`src/rtl/hsv_core_writeback_if.sv`:
```
// Result channels from the four execution units into the writeback stage.
// The master side is the execution unit; the slave side is writeback.
interface hsv_core_writeback_if #(
    parameter int XLEN  = 32,
    parameter int REG_W = 5
);
    logic             alu_valid_i;
    logic             alu_ready_o;
    logic [REG_W-1:0] alu_rd_addr;
    logic [XLEN-1:0]  alu_result;
    logic             alu_write_rd;

    logic             branch_valid_i;
    logic             branch_ready_o;
    logic [REG_W-1:0] branch_rd_addr;
    logic [XLEN-1:0]  branch_result;
    logic             branch_write_rd;

    logic             ctrl_status_valid_i;
    logic             ctrl_status_ready_o;
    logic [REG_W-1:0] ctrl_status_rd_addr;
    logic [XLEN-1:0]  ctrl_status_result;
    logic             ctrl_status_write_rd;

    logic             mem_valid_i;
    logic             mem_ready_o;
    logic [REG_W-1:0] mem_rd_addr;
    logic [XLEN-1:0]  mem_result;
    logic             mem_write_rd;

    modport master (
        output alu_valid_i, alu_rd_addr, alu_result, alu_write_rd,
        output branch_valid_i, branch_rd_addr, branch_result, branch_write_rd,
        output ctrl_status_valid_i, ctrl_status_rd_addr, ctrl_status_result, ctrl_status_write_rd,
        output mem_valid_i, mem_rd_addr, mem_result, mem_write_rd,
        input  alu_ready_o, branch_ready_o, ctrl_status_ready_o, mem_ready_o
    );

    modport slave (
        input  alu_valid_i, alu_rd_addr, alu_result, alu_write_rd,
        input  branch_valid_i, branch_rd_addr, branch_result, branch_write_rd,
        input  ctrl_status_valid_i, ctrl_status_rd_addr, ctrl_status_result, ctrl_status_write_rd,
        input  mem_valid_i, mem_rd_addr, mem_result, mem_write_rd,
        output alu_ready_o, branch_ready_o, ctrl_status_ready_o, mem_ready_o
    );
endinterface

```
`src/rtl/hsv_core_writeback.sv`:
```
// Writeback stage: round-robin arbitration of execution-unit results onto the
// single regfile write port, with retire counting and flush acknowledge.
module hsv_core_writeback #(
    parameter int XLEN  = 32,
    parameter int REG_W = 5,
    parameter int CNT_W = 64
) (
    input  logic                 clk_core,
    input  logic                 rst_core_n,
    input  logic                 flush_req,
    output logic                 flush_ack,
    hsv_core_writeback_if.slave  res,
    output logic [REG_W-1:0]     wr_addr,
    output logic [XLEN-1:0]      wr_data,
    output logic                 wr_en,
    output logic                 retire_o,
    output logic [CNT_W-1:0]     retired_count
);
    logic [1:0]       r_last;
    logic             r_wr_en;
    logic [REG_W-1:0] r_wr_addr;
    logic [XLEN-1:0]  r_wr_data;
    logic             r_retire;
    logic [CNT_W-1:0] r_count;
    logic             r_flush_ack;

    logic [3:0]       w_valid;
    logic [1:0]       w_cand;
    logic [1:0]       w_grant_idx;
    logic             w_grant_vld;
    logic             w_accept;
    logic [REG_W-1:0] w_sel_rd;
    logic [XLEN-1:0]  w_sel_result;
    logic             w_sel_write_rd;

    assign w_valid = {res.mem_valid_i, res.ctrl_status_valid_i,
                      res.branch_valid_i, res.alu_valid_i};

    // Round-robin search; walking offsets high to low lets the nearest valid unit win.
    always_comb begin
        w_grant_vld = 1'b0;
        w_grant_idx = r_last;
        w_cand      = r_last;
        for (int i = 4; i >= 1; i--) begin
            w_cand      = r_last + 2'(i);
            w_grant_vld = w_grant_vld | w_valid[w_cand];
            w_grant_idx = w_valid[w_cand] ? w_cand : w_grant_idx;
        end
        w_accept = w_grant_vld & ~flush_req;
    end

    // Payload select for the granted unit.
    always_comb begin
        w_sel_rd       = res.alu_rd_addr;
        w_sel_result   = res.alu_result;
        w_sel_write_rd = res.alu_write_rd;
        case (w_grant_idx)
            2'd0: begin
                w_sel_rd       = res.alu_rd_addr;
                w_sel_result   = res.alu_result;
                w_sel_write_rd = res.alu_write_rd;
            end
            2'd1: begin
                w_sel_rd       = res.branch_rd_addr;
                w_sel_result   = res.branch_result;
                w_sel_write_rd = res.branch_write_rd;
            end
            2'd2: begin
                w_sel_rd       = res.ctrl_status_rd_addr;
                w_sel_result   = res.ctrl_status_result;
                w_sel_write_rd = res.ctrl_status_write_rd;
            end
            2'd3: begin
                w_sel_rd       = res.mem_rd_addr;
                w_sel_result   = res.mem_result;
                w_sel_write_rd = res.mem_write_rd;
            end
            default: begin
                w_sel_rd       = res.alu_rd_addr;
                w_sel_result   = res.alu_result;
                w_sel_write_rd = res.alu_write_rd;
            end
        endcase
    end

    assign res.alu_ready_o         = w_accept & (w_grant_idx == 2'd0);
    assign res.branch_ready_o      = w_accept & (w_grant_idx == 2'd1);
    assign res.ctrl_status_ready_o = w_accept & (w_grant_idx == 2'd2);
    assign res.mem_ready_o         = w_accept & (w_grant_idx == 2'd3);

    // Output register; x0 writes retire but never assert the write enable.
    always_ff @(posedge clk_core or negedge rst_core_n) begin
        if (!rst_core_n) begin
            r_last      <= 2'd3;
            r_wr_en     <= 1'b0;
            r_wr_addr   <= '0;
            r_wr_data   <= '0;
            r_retire    <= 1'b0;
            r_count     <= '0;
            r_flush_ack <= 1'b0;
        end else begin
            r_flush_ack <= flush_req;
            if (w_accept) begin
                r_last    <= w_grant_idx;
                r_wr_en   <= w_sel_write_rd & (w_sel_rd != '0);
                r_wr_addr <= w_sel_rd;
                r_wr_data <= w_sel_result;
                r_retire  <= 1'b1;
                r_count   <= r_count + CNT_W'(1);
            end else begin
                r_wr_en   <= 1'b0;
                r_retire  <= 1'b0;
            end
        end
    end

    assign wr_en         = r_wr_en;
    assign wr_addr       = r_wr_addr;
    assign wr_data       = r_wr_data;
    assign retire_o      = r_retire;
    assign retired_count = r_count;
    assign flush_ack     = r_flush_ack;
endmodule

```
`src/flat_wrapper.sv`:
```
// flat-port wrapper written by rule: the top's interface ports become plain ports
module hsv_core_writeback_flat 
#(
    parameter int XLEN  = 32,
    parameter int REG_W = 5,
    parameter int CNT_W = 64
)
  (clk_core, rst_core_n, flush_req, flush_ack, wr_addr, wr_data, wr_en, retire_o, retired_count, res_alu_valid_i, res_alu_rd_addr, res_alu_result, res_alu_write_rd, res_branch_valid_i, res_branch_rd_addr, res_branch_result, res_branch_write_rd, res_ctrl_status_valid_i, res_ctrl_status_rd_addr, res_ctrl_status_result, res_ctrl_status_write_rd, res_mem_valid_i, res_mem_rd_addr, res_mem_result, res_mem_write_rd, res_alu_ready_o, res_branch_ready_o, res_ctrl_status_ready_o, res_mem_ready_o);
  hsv_core_writeback_if #(.XLEN(XLEN), .REG_W(REG_W)) res_i ();
  input  logic clk_core;
  input  logic rst_core_n;
  input  logic flush_req;
  output logic flush_ack;
  output logic [REG_W-1:0] wr_addr;
  output logic [XLEN-1:0] wr_data;
  output logic wr_en;
  output logic retire_o;
  output logic [CNT_W-1:0] retired_count;
  input wire logic [$bits(res_i.alu_valid_i)-1:0] res_alu_valid_i;
  input wire logic [$bits(res_i.alu_rd_addr)-1:0] res_alu_rd_addr;
  input wire logic [$bits(res_i.alu_result)-1:0] res_alu_result;
  input wire logic [$bits(res_i.alu_write_rd)-1:0] res_alu_write_rd;
  input wire logic [$bits(res_i.branch_valid_i)-1:0] res_branch_valid_i;
  input wire logic [$bits(res_i.branch_rd_addr)-1:0] res_branch_rd_addr;
  input wire logic [$bits(res_i.branch_result)-1:0] res_branch_result;
  input wire logic [$bits(res_i.branch_write_rd)-1:0] res_branch_write_rd;
  input wire logic [$bits(res_i.ctrl_status_valid_i)-1:0] res_ctrl_status_valid_i;
  input wire logic [$bits(res_i.ctrl_status_rd_addr)-1:0] res_ctrl_status_rd_addr;
  input wire logic [$bits(res_i.ctrl_status_result)-1:0] res_ctrl_status_result;
  input wire logic [$bits(res_i.ctrl_status_write_rd)-1:0] res_ctrl_status_write_rd;
  input wire logic [$bits(res_i.mem_valid_i)-1:0] res_mem_valid_i;
  input wire logic [$bits(res_i.mem_rd_addr)-1:0] res_mem_rd_addr;
  input wire logic [$bits(res_i.mem_result)-1:0] res_mem_result;
  input wire logic [$bits(res_i.mem_write_rd)-1:0] res_mem_write_rd;
  output wire logic [$bits(res_i.alu_ready_o)-1:0] res_alu_ready_o;
  output wire logic [$bits(res_i.branch_ready_o)-1:0] res_branch_ready_o;
  output wire logic [$bits(res_i.ctrl_status_ready_o)-1:0] res_ctrl_status_ready_o;
  output wire logic [$bits(res_i.mem_ready_o)-1:0] res_mem_ready_o;
  assign res_i.alu_valid_i = res_alu_valid_i;
  assign res_i.alu_rd_addr = res_alu_rd_addr;
  assign res_i.alu_result = res_alu_result;
  assign res_i.alu_write_rd = res_alu_write_rd;
  assign res_i.branch_valid_i = res_branch_valid_i;
  assign res_i.branch_rd_addr = res_branch_rd_addr;
  assign res_i.branch_result = res_branch_result;
  assign res_i.branch_write_rd = res_branch_write_rd;
  assign res_i.ctrl_status_valid_i = res_ctrl_status_valid_i;
  assign res_i.ctrl_status_rd_addr = res_ctrl_status_rd_addr;
  assign res_i.ctrl_status_result = res_ctrl_status_result;
  assign res_i.ctrl_status_write_rd = res_ctrl_status_write_rd;
  assign res_i.mem_valid_i = res_mem_valid_i;
  assign res_i.mem_rd_addr = res_mem_rd_addr;
  assign res_i.mem_result = res_mem_result;
  assign res_i.mem_write_rd = res_mem_write_rd;
  assign res_alu_ready_o = res_i.alu_ready_o;
  assign res_branch_ready_o = res_i.branch_ready_o;
  assign res_ctrl_status_ready_o = res_i.ctrl_status_ready_o;
  assign res_mem_ready_o = res_i.mem_ready_o;
  hsv_core_writeback #(.XLEN(XLEN), .REG_W(REG_W), .CNT_W(CNT_W)) u_core (.clk_core(clk_core), .rst_core_n(rst_core_n), .flush_req(flush_req), .flush_ack(flush_ack), .res(res_i), .wr_addr(wr_addr), .wr_data(wr_data), .wr_en(wr_en), .retire_o(retire_o), .retired_count(retired_count));
endmodule
```
`config.mk`:
```
export PLATFORM = sky130hd
export DESIGN_NAME = hsv_core_writeback_flat
export DESIGN_NICKNAME = d
export VERILOG_FILES = /design/src/rtl/hsv_core_writeback_if.sv /design/src/rtl/hsv_core_writeback.sv /design/src/flat_wrapper.sv
export SDC_FILE = /design/constraint.sdc
export NUM_CORES = 1
export LEC_CHECK = 0
export CAP_MARGIN = 10
export CELL_PAD_IN_SITES_DETAIL_PLACEMENT = 0
export CELL_PAD_IN_SITES_GLOBAL_PLACEMENT = 1
export CORE_MARGIN = 8
export CORE_UTILIZATION = 34
export DETAILED_ROUTE_END_ITERATION = 7
export PLACE_DENSITY_LB_ADDON = 0.1
export SYNTH_ARGS = -nofsm -noshare
export SYNTH_HDL_FRONTEND = slang
export SYNTH_SLANG_ARGS = --single-unit
export TNS_END_PERCENT = 5
```
`constraint.sdc`:
```
create_clock -name clk_core -period 4.2 [get_ports clk_core]
set_input_delay 0.63 -clock clk_core [delete_from_list [all_inputs] [get_ports clk_core]]
set_output_delay 0.63 -clock clk_core [all_outputs]
set_load 0.02 [all_outputs]
```
==> qor.yml, run 1 <==
pwr:
  intPower_w: 0.002461
  power_frac_comb: 0.428
  max-vdd-ir-drop_mv: 0.2848
  power_frac_seq: 0.358
  switching_share: 0.3400
  clkPwrFrac: 0.213
  p_sw_w: 0.001268
  finalPower_w: 0.003730
  leakagePower_nw: 3.943
  power.density_nw_per_um2: 417.4
sta:
  worstMarginPinSlew_ns: 0.6739
  tns_ns: 0
  skew_ns: 0.01221
  finalSetupViolCount: 0
  hold_violations: 0
  rsz0062_at_grt: "no"
  period_share: 0.8154
  slew_violations: 0
  timing.fmax_mhz: 292.0
  period_needed_ns: 3.425
  slew_headroom: 0.5470
drt:
  wirelength_microns: 19540
  drt_iter0_drc: 161
  ant_nets: 0
  vias: 4761
  routedWlPerCell_microns: 20.04
  drc: 0
  vias_per_cell: 4.883
  first_pass_iters: 4
placed_design:
  dp_hpwl_microns: 15720
  place_inst: 957
  place_congestion: 0.8996
  dpl_cell_area_sq_um: 8657
  port_buffers: 266
setup_path:
  slowest_delay_ns: 0.62
  path_cells: "clkdlybuf4s50_1 -> o22ai_1 -> a221oi_4 -> nand2_1 -> nor2_1 -> clkdlybuf4s50_1"
  critPathArrivalTime_ns: 2.79
  reg2reg_from: "u_core.r_last[1]$_DFFE_PN1P_"
  worstReg2RegEnd: "u_core.wr_en$_DFF_PN0_"
  cpMostUsedCell: "clkdlybuf4s50_1"
  r2r_setup_slack_ns: 1.35
  crit_path_end_kind: "output port"
  crit_type: "in -> out"
  timing.critical_path.buf_inv: 2
  crit_family: "buffers and inverters"
  worstPathRequired_ns: 3.57
  path_max_fanout: 8
  reg2reg_depth: 7
  start_kind: "input pin"
  slowest_stage: "clkdlybuf4s50_1"
clock_tree:
  clock_latency_ns: 0.35
  cts_num_sinks: 106
  h-tree-depth: 3
  cts_resized: 0
  tritoncts: "built"
  post_cts_buffers: 0
  cts_hold_buffers: 0
  cts.clk_slew.worst_paths_ns: 0.07
  root_buffer: "clkbuf_16"
  clk_path_buf_depth: 2
  numCtsBuffers: 9
yosys:
  ys.warnings.count: 0
  ys_ff_latch: 106
  synth_top_area_cell: "dfrtp_1"
  synth_flop_cell: "dfrtp_1"
  synthTopCellsByArea: "dfrtp_1 (45%), mux2i_1 (18%), mux2_2 (7.4%)"
  async_reset_ff_frac: 1.000
  synth_cell_types: 39
  avgSynthCellArea_sq_um: 11.92
  synth_edf_count: 0
  synth_seq_area_share: 0.4602
  syn_inst: 484
  synth_top_area_frac: 0.4511
  synth_nets: 644
  syn_area_sq_um: 5769
layout:
  fin_nets: 908
  syn2layout_area_growth_pct: 54.87
  ff_latch_area_sq_um: 2655
  multiInputGateArea_sq_um: 2968
  fillers: 1509
  final_cells: 975
  drive_gt1_frac: 0.1076
  final_area_sq_um: 8935
global_route:
  grt_max_degree: 72
  first_global_vias: 5077
  met2_usage: 0.3106
  grt.total_usage: 0.1822
  use_met3: 0.05006
  globalRouteMet1Util: 0.2172
  grt_pass1_wl_microns: 30260
  antenna_found_initial: 1
  top_usage_layer: "met2"
  grt_overflow: 0
die:
  die_h_microns: 146.3
  dieArea_sq_um: 21390
  design.core.area_sq_um: 16580
  rows: 47
  initial_core_util: 0.3479
  die-width_microns: 146.3
  io_pins: 267
run_status:
  outcome: "completed"
worst_hold_path:
  hp-class: "in -> async"
job:
  maxCapViolations: 0
-- cell usage after synthesis (all sizes together) (2+ instances only) --
library cell    n
a221oi          2
xnor2          43
inv             9
nor4            5
a21oi           4
dfstp           2
nor3           12
and3           10
dfrtp         104
mux2i         103
clkbuf          5
nand4          15
buf            15
xor2           20
mux2           38
and4            7
mux4            4
nor2           23
nand3          21
nand2          31
-- power by group through the flow --
stage / sequential (W) / combinational [W] / clock (W)
finish: 0.00134 / 0.00160 / 0.000796
global route: 0.00136 / 0.00169 / 0.000872
CTS: 0.00134 / 0.00162 / 0.000821
detailed placement: 0.00136 / 0.00162 / 0
global placement: 0.00135 / 0.00161 / 0
floorplan: 0.00156 / 0.000674 / 0
-- routing by layer --
layer	part of all wire	vias up
li1	-	2258
met1	0.41	2318
met2	0.50	167
met3	0.071	18
met4	0.018	0
met5	0	-
-- layout make-up --
cell class,count,area share
inverter,9,0.003781
antenna,2,0.0005601
clock buffer,12,0.02759
tap,220,0.03081
sequential,106,0.2972
clock inverter,4,0.002941
multi-input combinational,349,0.3322
timing repair buffer,273,0.3050
-- state kept, by name, summed over array words and instances (netlist names) --
signal / flops
u_core.wr_en: 1
u_core.wr_addr: 5
u_core.retire_o: 1
u_core.flush_ack: 1
u_core.wr_data: 32
u_core.retired_count: 64
u_core.r_last: 2
-- stage by stage --
stage / hold slack, ns / utilization / worst slack, ns
after floorplan: 0.3344 / - / 1.589
after global placement: 0.4766 / 0.5220 / 0.8215
after detailed placement: 0.4738 / 0.5220 / 0.7367
after CTS: 0.2076 / 0.5385 / 0.7914
after global routing: 0.2257 / 0.5386 / 0.6777
final: 0.2038 / 0.5388 / 0.7754
-- cell usage in the layout, fill, tap and decap left out, types with 2 or more instances in the layout --
cell type / count
clkbuf_1: 2
mux2_2: 38
xor2_1: 20
mux4_2: 4
a21oi_1: 3
buf_4: 7
and4_1: 6
and3_1: 10
diode_2: 2
clkdlybuf4s50_1: 265
nand3_1: 21
clkbuf_16: 9
dfrtp_1: 104
inv_1: 9
mux2i_1: 103
dfstp_2: 2
nand4_1: 12
clkinv_2: 2
nor3_2: 2
nand2_1: 31
nor4_2: 2
nor3_1: 10
nor2_1: 22
nor4_4: 2
xnor2_1: 43
nand4_4: 2
-- worst max path at each step --
stage                                  from                endpoint  slack (ns)  cells past startpoint
floorplan           res_ctrl_status_valid_i      res_branch_ready_o        1.59                      6
CTS                         res_alu_valid_i         res_alu_ready_o        0.79                      6
finish                      res_alu_valid_i         res_alu_ready_o        0.78                      6
global route                res_alu_valid_i         res_alu_ready_o        0.68                      6
global placement            res_alu_valid_i         res_alu_ready_o        0.82                      6
detailed placement          res_mem_valid_i  u_core.wr_en$_DFF_PN0_        0.74                      8
-- kinds of logic (layout without fill, tap and decap cells) --
family,Yosys count,after routing,synth area share
flops,106,106,0.4602
simple gates,129,129,0.1290
mux,145,145,0.2685
buf+inv,29,298,0.02863
fa+ha+maj,1,1,0.002168
compound gates,11,11,0.01583
other cells,0,2,0
xor+xnor,63,63,0.09564
Power figures use the tool's default switching activity.
==> run 2, diff against run 1 <==
--- a/config.mk
+++ b/config.mk
@@ -9,7 +9,7 @@
 export CELL_PAD_IN_SITES_DETAIL_PLACEMENT = 0
 export CELL_PAD_IN_SITES_GLOBAL_PLACEMENT = 1
 export CORE_MARGIN = 8
-export CORE_UTILIZATION = 34
+export CORE_UTILIZATION = 32
 export DETAILED_ROUTE_END_ITERATION = 7
 export PLACE_DENSITY_LB_ADDON = 0.1
 export SYNTH_ARGS = -nofsm -noshare
==> constraint.sdc (replaced) <==
create_clock -name clk_core -period 3.54 [get_ports clk_core]
set_input_delay 0.531 -clock clk_core [delete_from_list [all_inputs] [get_ports clk_core]]
set_output_delay 0.531 -clock clk_core [all_outputs]
set_load 0.02 [all_outputs]
==> run 2 against run 1 <==
Sequential share of layout area is 0.13 points lower. Non-clock buffer count is 1 higher. Register-to-register slack worse by 0.53 ns. Global-route usage is 1.5 points lower. Clock-buffer cell count is 2 lower. Core utilization is 3.6 points lower. Clock skew is 0.0041 ns lower.
==> qor.yml, run 2 (same netlist as run 1, synthesis figures left out) <==
pwr:
  intPower_w: 0.002936
  clkPwrFrac: 0.218
  p_sw_w: 0.001511
  switching_share: 0.3399
  power_frac_comb: 0.428
  leakagePower_nw: 3.959
  power.density_nw_per_um2: 495.5
  power_frac_seq: 0.354
  max-vdd-ir-drop_mv: 0.2646
worst_hold_path:
  hp-class: "in -> async"
clock_tree:
  root_buffer: "clkbuf_16"
  tritoncts: "built"
  cts_num_sinks: 106
  post_cts_buffers: 0
  cts_hold_buffers: 0
  clock_latency_ns: 0.34
  cts.clk_slew.worst_paths_ns: 0.07
  clk_path_buf_depth: 2
  h-tree-depth: 3
  cts_resized: 0
  numCtsBuffers: 9
setup_path:
  worstPathRequired_ns: 3.01
  critPathArrivalTime_ns: 2.59
  crit_path_end_kind: "output port"
  start_kind: "input pin"
  crit_type: "in -> out"
  path_max_fanout: 10
sta:
  worstMarginPinSlew_ns: 0.8616
  hold_violations: 0
  slew_headroom: 0.4256
  period_share: 0.8812
  fin_ws_ns: 0.4206
  rsz0062_at_grt: "no"
  skew_ns: 0.008069
  finalSetupViolCount: 0
  slew_violations: 0
  period_needed_ns: 3.119
  tns_ns: 0
  timing.fmax_mhz: 320.6
layout:
  layout_common_cells: "clkdlybuf4s50_1 (265), dfrtp_1 (104), mux2i_1 (103), xnor2_1 (43), mux2_2 (38)"
  largest_reg_flops: 64
  fillers: 1596
  fin_nets: 909
  diodes: 0
  final_cells: 982
  final_common_cell: "clkdlybuf4s50_1"
  syn2layout_area_growth_pct: 55.56
  drive_gt1_frac: 0.1102
global_route:
  grt.total_usage: 0.1673
  grt_overflow: 0
  antenna_found_initial: 0
  grt_max_degree: 69
  first_global_vias: 5060
  grt_pass1_wl_microns: 29300
die:
  dieArea_sq_um: 22580
  die_h_microns: 150.3
  die-width_microns: 150.3
  initial_core_util: 0.3234
  io_pins: 267
  design.core.area_sq_um: 17840
  rows: 49
drt:
  first_pass_iters: 5
  vias: 4703
  drt-met1-wl_microns: 7654
  drt_iter0_drc: 141
  wirelength_microns: 19030
  ant_nets: 0
  vias_per_cell: 4.789
  highest_layer: "met4"
  wl_met2_microns: 9592
  drc: 0
  wl_met3_microns: 1531
  routedWlPerCell_microns: 19.38
placed_design:
  port_buffers: 266
  preCtsSetupSlack_ns: 0.3673
  dp_hpwl_microns: 15200
  place_inst: 967
  place_congestion: 0.8498
job:
  maxCapViolations: 0
run_status:
  outcome: "completed"
[run 2: cell types whose count changed in the layout (fill, tap and decap cells not counted), sizes merged]
cell / previous run / this run
clkbuf: 12 / 10
inv: 10 / 11
buf: 8 / 9
diode: 2 / 0
[run 2: routing by layer]
metal  vias to the layer above  global-route usage
met5                         -                   0
met4                         0             0.04648
met3                        16             0.04779
met2                       153              0.2951
met1                      2272              0.1937
li1                       2262                   -
[run 2: worst paths after layout]
path                                                      start                              endpoint  slack [ns]  depth (start not counted)
min                                                  rst_core_n         u_core.wr_data[1]$_DFFE_PN0P_        0.27                          1
min in group clk_core      u_core.retired_count[63]$_DFFE_PN0P_  u_core.retired_count[63]$_DFFE_PN0P_        0.48                          1
max reg2reg                        u_core.r_last[1]$_DFFE_PN1P_         u_core.wr_addr[3]$_DFFE_PN0P_        0.82                          6
max in group asynchronous                            rst_core_n         u_core.wr_data[5]$_DFFE_PN0P_        2.48                          2
max                                             res_mem_valid_i                       res_mem_ready_o        0.42                          7
min reg2reg                u_core.retired_count[63]$_DFFE_PN0P_  u_core.retired_count[63]$_DFFE_PN0P_        0.48                          1
[run 2: area by class of cell]
class                   count  area [sq um]  area share
repair buffers            274          2745      0.3059
flip-flops and latches    106          2655      0.2958
clock inverters             5         47.55    0.005298
well taps                 229         286.5     0.03193
multi-input cells         349          2968      0.3307
inverters                   9         33.78    0.003764
clock buffers              10         239.0     0.02663
[run 2: critical path, cell delays in order]
cell and delay, ns:
clkdlybuf4s50_1 0.54, nand2_1 0.09, a31o_2 0.27, a21oi_4 0.31
nand2_1 0.13, nor2_1 0.10, clkdlybuf4s50_1 0.62
[run 2: stage by stage]
step           area [sq um]  total power (W)  hold slack, ns  utilization
2_1_floorplan          5769         0.002654          0.2354            -
3_3_place_gp           8688         0.003505          0.4608       0.4870
3_5_place_dp           8688         0.003533          0.4734       0.4870
4_1_cts                8975         0.004521          0.3066       0.5031
5_1_grt                8975         0.004687          0.3408       0.5031
6_report               8975         0.004447          0.2656       0.5031
[run 2: power groups by stage]
stage	logic (W)	clock network, W	registers [W]
CTS	0.00193	0.00101	0.00158
floorplan	0.000800	0	0.00185
detailed placement	0.00193	0	0.00160
finish	0.00190	0.000971	0.00157
global placement	0.00191	0	0.00159
global route	0.00202	0.00106	0.00161
==> run 3, diff against run 2 <==
--- a/config.mk
+++ b/config.mk
@@ -11,6 +11,7 @@
 export CORE_MARGIN = 8
 export CORE_UTILIZATION = 32
 export DETAILED_ROUTE_END_ITERATION = 7
+export MAX_ROUTING_LAYER = met4
 export PLACE_DENSITY_LB_ADDON = 0.1
 export SYNTH_ARGS = -nofsm -noshare
 export SYNTH_HDL_FRONTEND = slang
==> run 3 against run 2 <==
Largest power group unchanged. Global-route usage rose by 0.48 points. Critical path type unchanged. Clock power about the same. Non-clock buffer count unchanged. Total power barely moved. Wire length about the same. Die area unchanged. Via count is 0.26% higher.
==> qor.yml, run 3 (same netlist as run 1, synthesis figures left out) <==
global_route:
  antenna_found_initial: 0
  first_global_vias: 5067
  grt_max_degree: 69
  grt.total_usage: 0.1720
  grt_overflow: 0
  grt_pass1_wl_microns: 29280
setup_path:
  crit_path_end_kind: "output port"
  start_kind: "input pin"
  worstReg2RegEnd: "u_core.wr_addr[3]$_DFFE_PN0P_"
  worstPathRequired_ns: 3.01
  path_max_fanout: 10
  r2r_setup_slack_ns: 0.82
  reg2reg_from: "u_core.r_last[1]$_DFFE_PN1P_"
  critPathArrivalTime_ns: 2.59
  crit_type: "in -> out"
  crit_start: "res_mem_valid_i"
  reg2reg_depth: 6
sta:
  finalSetupViolCount: 0
  rsz0062_at_grt: "no"
  period_needed_ns: 3.119
  timing.fmax_mhz: 320.7
  skew_ns: 0.008230
  hold_ws_ns: 0.2639
  worstMarginPinSlew_ns: 0.8564
  slew_headroom: 0.4291
  period_share: 0.8810
  tns_ns: 0
  hold_violations: 0
  slew_violations: 0
run_status:
  outcome: "completed"
die:
  io_pins: 267
  design.core.area_sq_um: 17840
  die_h_microns: 150.3
  dieArea_sq_um: 22580
  die-width_microns: 150.3
  initial_core_util: 0.3234
  rows: 49
drt:
  ant_nets: 0
  vias_per_cell: 4.801
  routedWlPerCell_microns: 19.37
  vias: 4715
  first_pass_iters: 5
  wirelength_microns: 19020
  drc: 0
  drt_iter0_drc: 140
layout:
  syn2layout_area_growth_pct: 55.56
  largest_reg_flops: 64
  layout_common_cells: "clkdlybuf4s50_1 (265), dfrtp_1 (104), mux2i_1 (103), xnor2_1 (43), mux2_2 (38)"
  final_common_cell: "clkdlybuf4s50_1"
  fin_nets: 909
  drive_gt1_frac: 0.1102
  fillers: 1596
  diodes: 0
placed_design:
  dp_hpwl_microns: 15200
  place_congestion: 0.8614
  port_buffers: 266
worst_hold_path:
  hp-class: "in -> async"
pwr:
  leakagePower_nw: 3.959
  max-vdd-ir-drop_mv: 0.2644
  power.density_nw_per_um2: 495.6
clock_tree:
  cts_hold_buffers: 0
  h-tree-depth: 3
  numCtsBuffers: 9
  clk_path_buf_depth: 2
  cts_resized: 0
  cts.clk_slew.worst_paths_ns: 0.07
  root_buffer: "clkbuf_16"
  clock_latency_ns: 0.34
  tritoncts: "built"
  post_cts_buffers: 0
  cts_num_sinks: 106
job:
  maxCapViolations: 0
==> run 3: cell counts in the layout (fill, tap and decap cells not counted) <==
No cell type changed its count.
==> run 3: area by class of cell <==
cell class	instances	area, sq um	share of cell area
timing repair buffer	274	2745	0.3059
clock inverter	5	47.55	0.005298
clock buffer	10	239.0	0.02663
inverter	9	33.78	0.003764
multi-input combinational	349	2968	0.3307
sequential	106	2655	0.2958
tap	229	286.5	0.03193
==> run 3: metal layers <==
metal  share of wire  vias up  global-route usage
li1                -     2264                   -
met1            0.41     2276              0.1977
met2            0.51      158              0.2960
met3           0.068       17             0.03968
met4           0.013        0             0.04648
met5               0        -                   -
==> run 3: per-stage QoR <==
step / area (sq um) / instances / setup WS [ns] / utilization / power, W
after floorplan: 5769 / 484 / 1.127 / - / 0.002654
after global placement: 8688 / 967 / 0.4211 / 0.4870 / 0.003505
after detailed placement: 8688 / 967 / 0.3673 / 0.4870 / 0.003533
after CTS: 8975 / 982 / 0.4177 / 0.5031 / 0.004521
after global routing: 8975 / 982 / 0.2431 / 0.5031 / 0.004687
final: 8975 / 982 / 0.4214 / 0.5031 / 0.004448
==> run 3: critical path, stage by stage <==
cell and delay (ns):
clkdlybuf4s50_1 0.54, nand2_1 0.09, a31o_2 0.27, a21oi_4 0.31, nand2_1 0.13, nor2_1 0.10
clkdlybuf4s50_1 0.62
==> run 3: worst max path at each step <==
stage	to	slack, ns	cells after the start
2_1_floorplan	res_branch_ready_o	1.13	6
3_3_place_gp	u_core.wr_addr[3]$_DFFE_PN0P_	0.42	7
3_5_place_dp	u_core.wr_addr[3]$_DFFE_PN0P_	0.37	7
4_1_cts	res_mem_ready_o	0.42	7
5_1_grt	res_branch_ready_o	0.24	7
6_report	res_mem_ready_o	0.42	7
==> run 3: report_power, final <==
| part | switching [W] | internal [W] |
|---|---|---|
| Combinational | 0.000906 | 0.000996 |
| Sequential | 0.000140 | 0.00143 |
| Clock | 0.000466 | 0.000506 |
| Total | 0.00151 | 0.00294 |
